[src/rtl/seq_comparator.sv]
// Registered magnitude/equality comparator with hit counting and run-length lock.
// Define SEQCMP_SIGNED_EN to make gt/lt compare two's-complement signed values.
module seq_comparator #(
  parameter int WIDTH = 8,
  parameter int HOLD  = 3,
  parameter int CNT_W = 8
) (
  input  logic             clk,
  input  logic             rst,
  input  logic             load,
  input  logic [WIDTH-1:0] b,
  input  logic             valid_in,
  input  logic [WIDTH-1:0] a,
  input  logic [1:0]       mode,
  output logic             valid_out,
  output logic             eq,
  output logic             gt,
  output logic             lt,
  output logic             hit,
  output logic             lock,
  output logic [CNT_W-1:0] hit_cnt
);

  localparam int RUN_W = $clog2(HOLD + 1);

  typedef enum logic [1:0] {
    IDLE,
    TRACK,
    LOCKED
  } state_t;

  state_t             state;
  logic [WIDTH-1:0]   ref_word;
  logic [RUN_W-1:0]   run;
  logic [RUN_W-1:0]   run_inc;
  logic               a_eq;
  logic               a_gt;
  logic               a_lt;
  logic               hit_now;

  assign a_eq    = (a == ref_word);
  assign run_inc = run + 1'b1;

`ifdef SEQCMP_SIGNED_EN
  assign a_gt = ($signed(a) > $signed(ref_word));
  assign a_lt = ($signed(a) < $signed(ref_word));
`else
  assign a_gt = (a > ref_word);
  assign a_lt = (a < ref_word);
`endif

  always_comb begin
    hit_now = 1'b0;
    case (mode)
      2'b00:   hit_now = a_eq;
      2'b01:   hit_now = !a_eq;
      2'b10:   hit_now = a_gt;
      2'b11:   hit_now = a_lt;
      default: hit_now = 1'b0;
    endcase
  end

  // Flags always reflect the sample against the pre-edge ref; load only
  // overrides the run/lock/count bookkeeping of a coincident sample.
  always_ff @(posedge clk or posedge rst) begin
    if (rst) begin
      ref_word  <= '0;
      state     <= IDLE;
      run       <= '0;
      valid_out <= 1'b0;
      eq        <= 1'b0;
      gt        <= 1'b0;
      lt        <= 1'b0;
      hit       <= 1'b0;
      lock      <= 1'b0;
      hit_cnt   <= '0;
    end else begin
      valid_out <= valid_in;
      hit       <= valid_in & hit_now;
      if (valid_in) begin
        eq <= a_eq;
        gt <= a_gt;
        lt <= a_lt;
      end

      if (load) begin
        ref_word <= b;
        state    <= IDLE;
        run      <= '0;
        lock     <= 1'b0;
        hit_cnt  <= '0;
      end else if (valid_in) begin
        if (hit_now) begin
          if (hit_cnt != {CNT_W{1'b1}}) begin
            hit_cnt <= hit_cnt + 1'b1;
          end
          case (state)
            IDLE: begin
              run <= run_inc;
              if (HOLD == 1) begin
                state <= LOCKED;
                lock  <= 1'b1;
              end else begin
                state <= TRACK;
              end
            end
            TRACK: begin
              run <= run_inc;
              if (run_inc == RUN_W'(HOLD)) begin
                state <= LOCKED;
                lock  <= 1'b1;
              end
            end
            LOCKED: begin
              state <= LOCKED;
            end
            default: begin
              state <= IDLE;
              run   <= '0;
              lock  <= 1'b0;
            end
          endcase
        end else begin
          state <= IDLE;
          run   <= '0;
          lock  <= 1'b0;
        end
      end
    end
  end

endmodule

[config.mk]
export PLATFORM = sky130hd
export DESIGN_NAME = seq_comparator
export DESIGN_NICKNAME = d
export VERILOG_FILES = /design/src/rtl/seq_comparator.sv
export SDC_FILE = /design/constraint.sdc
export NUM_CORES = 1
export LEC_CHECK = 0
export BUFFER_PORTS_ARGS = -buffer_cell sky130_fd_sc_hd__buf_2
export CELL_PAD_IN_SITES_DETAIL_PLACEMENT = 1
export CELL_PAD_IN_SITES_GLOBAL_PLACEMENT = 1
export CORE_ASPECT_RATIO = 1.75
export CORE_MARGIN = 2
export CORE_UTILIZATION = 40
export CTS_CLUSTER_SIZE = 24
export DETAILED_ROUTE_END_ITERATION = 8
export PLACE_DENSITY = 0.9
export SKIP_LAST_GASP = 1
export SYNTH_ARGS = -nofsm -noshare
export SYNTH_HDL_FRONTEND = slang
export SYNTH_SLANG_ARGS = --single-unit
[constraint.sdc]
create_clock -name clk -period 2.65 [get_ports clk]
set_clock_uncertainty 0.15 [all_clocks]
set_input_delay 0.53 -clock clk [delete_from_list [all_inputs] [get_ports clk]]
set_output_delay 0.53 -clock clk [all_outputs]
set_load 0.1 [all_outputs]
Yosys cells after proc, flatten, opt, wreduce, memory -nomap -nowiden
Cells that the tools add are included.
Storage, ports and cells
  memories kept: 0
  bits in read-only memories: 0
  register bits after elaboration: 26
  bits in latches: 0
  memory bits (writable): 0
  output and inout bits: 14
  bits of input ports: 22
Operators by class
  bitwise gates (word level): 1
  div/mod/pow operators: 0
  shifts and indexed selects: 0
  multipliers: 0
  reductions and logical operators: 12
  equality and inequality tests: 11
  order comparisons: 2
  add/sub/neg operators: 2
  multiplexer cells: 19
Operators by type and width (count)
  2-to-1 mux 8 bit: 4
  2-to-1 mux 2 bit: 7
  adder 8 x 1 -> 8 bit (second input constant): 1
  == test 2 bit (second input constant): 4
  == test 8 bit: 1
  greater-than comparator 8 bit: 1
  less-than comparator 8 bit: 1
  inequality test 8 bit (second input constant): 1
  inequality test 3 bit (second input constant): 2
  case mux 2 bit (3 select lines): 1
  AND reduction 3 bit: 2
  nonzero test 2 bit: 3
  == test 2 x 1 -> 1 bit (second input constant): 2
  zero test 2 bit: 2
  2-to-1 mux 1 bit: 4
  inequality test 4 bit (second input constant): 1
  case mux 1 bit (4 select lines): 1
  case mux 2 bit (2 select lines): 1
  AND reduction 2 bit: 2
  OR reduction 2 bit: 2
  adder 2 x 1 -> 2 bit (second input constant): 1
  case mux 1 bit (2 select lines): 1
  AND 1 bit: 1
  zero test 1 bit: 1

Logic depth before layout (Yosys ltp)
  depth after elaboration: 7
  mapped depth: 10

Worst setup path before layout
No wires, ideal clock.
  path kind: input -> register
  start point: input port a[5]
  end point: register hit_cnt[7]
  setup slack: 0.038 ns
  setup time: 0.078 ns
  path buffers: 1
  arrival: 2.384 ns
  required time: 2.422 ns
  stages on the path: 8
  cell sequence: ha_1 a211oi_1 o22ai_1 nor4_1 o31ai_2 buf_6 or4_1 a21oi_1
On the way
  cells in the longest elaborated chain, start to end: 5
  elaborated cells between the ends (all ways): 7
  classes of those cells: order compare: 2; eq/ne: 1; mux: 1; reduce/logical: 3
RTL lines
  from (decl): line 13  | input logic [WIDTH-1:0] a,
  branches (longest 2 deep; another with less-than comparator 8 bit)
  case mux 1 bit (4 select lines) *: line 54  | case (mode)
  nonzero test 2 bit (no line) *
  AND reduction 3 bit (no line) *
  to (signal assigned): line 95  | hit_cnt <= hit_cnt + 1'b1;
  to (decl): line 21  | output logic [CNT_W-1:0] hit_cnt
Every way passes the cells marked *.
A chain may end at the register's enable or synchronous reset.

Final worst setup path
  start point: register ref_word[7]
  end point: register state[1]
On the way
  cells in the longest elaborated chain, start to end: 6
  elaborated cells between the ends (all ways): 10
  classes of those cells: order compare: 2; eq/ne: 2; mux: 4; reduce/logical: 2
RTL lines
  from (decl): line 33  | logic [WIDTH-1:0] ref_word;
  from (signal assigned): line 67  | ref_word <= '0;
  from (signal assigned): line 87  | ref_word <= b;
  branches (longest 2 deep; another with less-than comparator 8 bit)
  case mux 1 bit (4 select lines) *: line 54
  2-to-1 mux 2 bit: line 93  | if (hit_now) begin
  2-to-1 mux 2 bit: line 92  | end else if (valid_in) begin
  2-to-1 mux 2 bit: line 86  | if (load) begin
  to (signal assigned): line 88  | state <= IDLE;
  to (signal assigned): line 101  | state <= LOCKED;
  to (signal assigned): line 104  | state <= TRACK;
  to (decl): line 32  | state_t state;
Every way passes the cells marked *. The select of a mux whose other input is x is not followed.

==> results by group <==
Die
  – DIE AREA: 0.00429 sq mm
  – Die Width: 50.4 um
  – Core Rows: 29
  – Die Y: 85.2 um
  – Core area: 0.00363 sq mm
  – Initial core utilization: 41.5%
  – Ports: 36

Pwr
  – Cell area power density: 515 mW/mm^2
  – Leak: 0.893 nW
  – Worst VDD drop: 0.265 mV
  – Total Power: 962 uW

Clocking
  – Worst-Skew Late Latency: 270 ps
  – CTS Buffer Depth: 2
  – Root Buffer: clkbuf_8
  – CTS Hold Buffers Added: 0
  – Reg clk slew, reported paths: 90 ps
  – Clock tree sinks: 26
  – CTS Buf Count: 3
  – CTS tree: yes
  – H-tree levels: 1

Cells and area
  – Post-route cell area: 0.00187 sq mm
  – Commonest cells after routing, fill and taps aside: 35 x buf_2, 26 x dfrtp_1, 19 x nand2_1, 16 x inv_1, 16 x o21ai_0
  – Layout area overhead: 24.0%
  – Layout cells sized above 1: 32.2%
  – ANT cells: 0
  – Commonest non-fill, non-tap cell in the layout: buf_2
  – Layout Nets: 238

Synthesis
  – Async SR Flop Fraction: 100%
  – Syn nets: 195
  – Mapped cell area: 0.00151 sq mm
  – Synth unique cells: 37
  – Sequential area share after synthesis: 43.2%
  – Number of synthesized flops with an enable pin: 0
  – Synth Warn #: 0
  – Yosys reg bits: 26
  – Synth Area per Inst: 9.42 sq um
  – Mapped Cells: 160
  – Top FF cell, synth: dfrtp_1

Routing
  – WL final: 3850 um
  – Remaining antenna violation count after routing: 0
  – Initial DRT Pass Iterations: 4
  – DRT iter0 DRCs: 15
  – Total number of vias: 1,353
  – Vias per cell: 5.46
  – DRC: 0
  – Wire per inst: 15.5 um

STA
  – Final setup fails: 0
  – Max Fclk: 393 MHz
  – Fin. Hold Viols: 0
  – Tcrit/Tclk final: 96.0%
  – Worst Max-Slew Pin Slew: 543 ps
  – Setup tns final: 0 ps
  – Hold_ws: 154 ps
  – Minimum clock period: 2540 ps
  – Max-slew headroom: 63.8%
  – Max-slew violations: 0

Setup path
  – CP top delay family: simple AND/OR/NAND/NOR gates
  – CP Max Fanout: 6
  – Worst endpoint data arrival time: 2590 ps
  – Crit. End Element: register
  – CP max stage delay: 500 ps
  – CP max stage cell: or4_4
  – Kind of critical path: reg2reg
  – Worst setup SP type: register
  – CP cell instances: inv_1 -> ha_1 -> nand4_4 -> or4_4 -> o21ai_2 -> or3_4 -> or3b_2 -> a31oi_2
  – Worst path bufs/invs: 1
  – Crit. path cell count: 8
  – CP required: 2700 ps
  – Reg2Reg Depth: 8

Outcome
  – Status: complete, no violations

Global routing
  – Vias in the first global route: 1,467
  – Largest net degree at the start of global routing: 34
  – Antenna violations before repair: 0
  – First-pass GRT wire length: 6560 um
  – Grt ovf: 0
  – All-Layer GR Usage: 19.1%

Placement
  – # port buffers: 35
  – Detailed Place HPWL: 2870 um
  – RD Place Congestion: 0.783
  – Post-place instance area: 0.00176 sq mm

Run
  – Max Cap Viol: 0

Hold path
  – HP Class: in2async
==> registers in the layout, indices dropped and copies added, names as in the netlist <==
| signal | flops |
|---|---|
| hit_cnt | 8 |
| ref_word | 8 |
| state | 2 |
| gt | 1 |
| valid_out | 1 |
| eq | 1 |
| hit | 1 |
| lock | 1 |
| lt | 1 |
| run | 2 |
==> worst paths after layout <==
kind,start,to,slack (ps)
min in group clk,b[3],ref_word[3],320
min reg2reg,gt,gt,360
max in group asynchronous,rst,ref_word[1],1940
max reg2reg,ref_word[7],state[1],110
min,rst,hit_cnt[0],150
max,ref_word[7],state[1],110
==> through the flow <==
step                      util, %  instances  worst slack (ps)
after CTS                    50.2        247              19.2
after global routing         51.5        248             -45.0
after floorplan                 -        160              37.8
after global placement       48.6        243              -154
after detailed placement     48.6        243              -259
final                        51.5        248               105
==> synthesized netlist by cell type (2+ instances only) <==
cell,n,share of area (%)
a21oi_1,7,2.3
and2b_2,2,1.2
o21ai_0,16,5.3
a31oi_1,4,1.7
or3b_2,2,1.2
inv_1,16,4.0
nor2b_1,2,0.83
nand2_1,19,4.7
nor2_1,3,0.75
or4_1,5,2.5
nand4b_1,2,1.2
dfrtp_1,26,43
or3_2,2,1.0
clkbuf_1,3,0.75
nand2b_1,4,1.7
nand3_1,6,2.0
and3_1,3,1.2
nand4_1,2,0.83
nor3_1,2,0.66
mux2_2,3,2.2
ha_1,13,11
a211oi_1,3,1.5
==> cells by family (layout without fill, tap and decap cells) <==
kind of cell	Yosys count	in the layout	share of synthesized area [%]
AO/OA/AOI/OAI	38	38	15.4
multiplexers	3	3	2.24
flip-flops	26	26	43.2
buffers and inverters	21	63	5.73
AND/OR/NAND/NOR	59	59	22.6
adder cells (fa/ha/maj)	13	13	10.8
==> tightest hold or removal path: stages <==
cell and delay [ps]:
buf_2 90, inv_1 40, buf_4 310
==> power by group <==
group	switching [mW]	internal, mW	total [mW]
registers	0.0144	0.421	0.436
logic	0.187	0.0799	0.267
clock network	0.126	0.133	0.259
==> routing by layer <==
| layer | part of all wire, % | wire length (um) | up-vias | global-route usage (%) |
|---|---|---|---|---|
| li1 | - | - | 653 | - |
| met1 | 40 | 1550 | 674 | 21.2 |
| met2 | 57 | 2190 | 20 | 37.0 |
| met3 | 1.6 | 60 | 6 | 1.76 |
| met4 | 1.2 | 48 | 0 | 5.65 |
| met5 | 0 | 0 | - | 0 |
==> final cells by class <==
class                      count  area [sq um]
timing repair buffer          42           228
multi-input combinational    113           813
clock buffer                   4          55.1
fill                         434          1760
inverter                      17          63.8
tap                           46          57.6
sequential                    26           651
==> repair_timing <==
item / in CTS / in global routing
setup buffers: 0 / 1
hold endpoints to repair: 0 / 0
gates resized for setup: 1 / 6
setup endpoints to repair: 3 / 11
pin swaps: 1 / 2
Note: power is estimated with default switching activity, not from simulation.
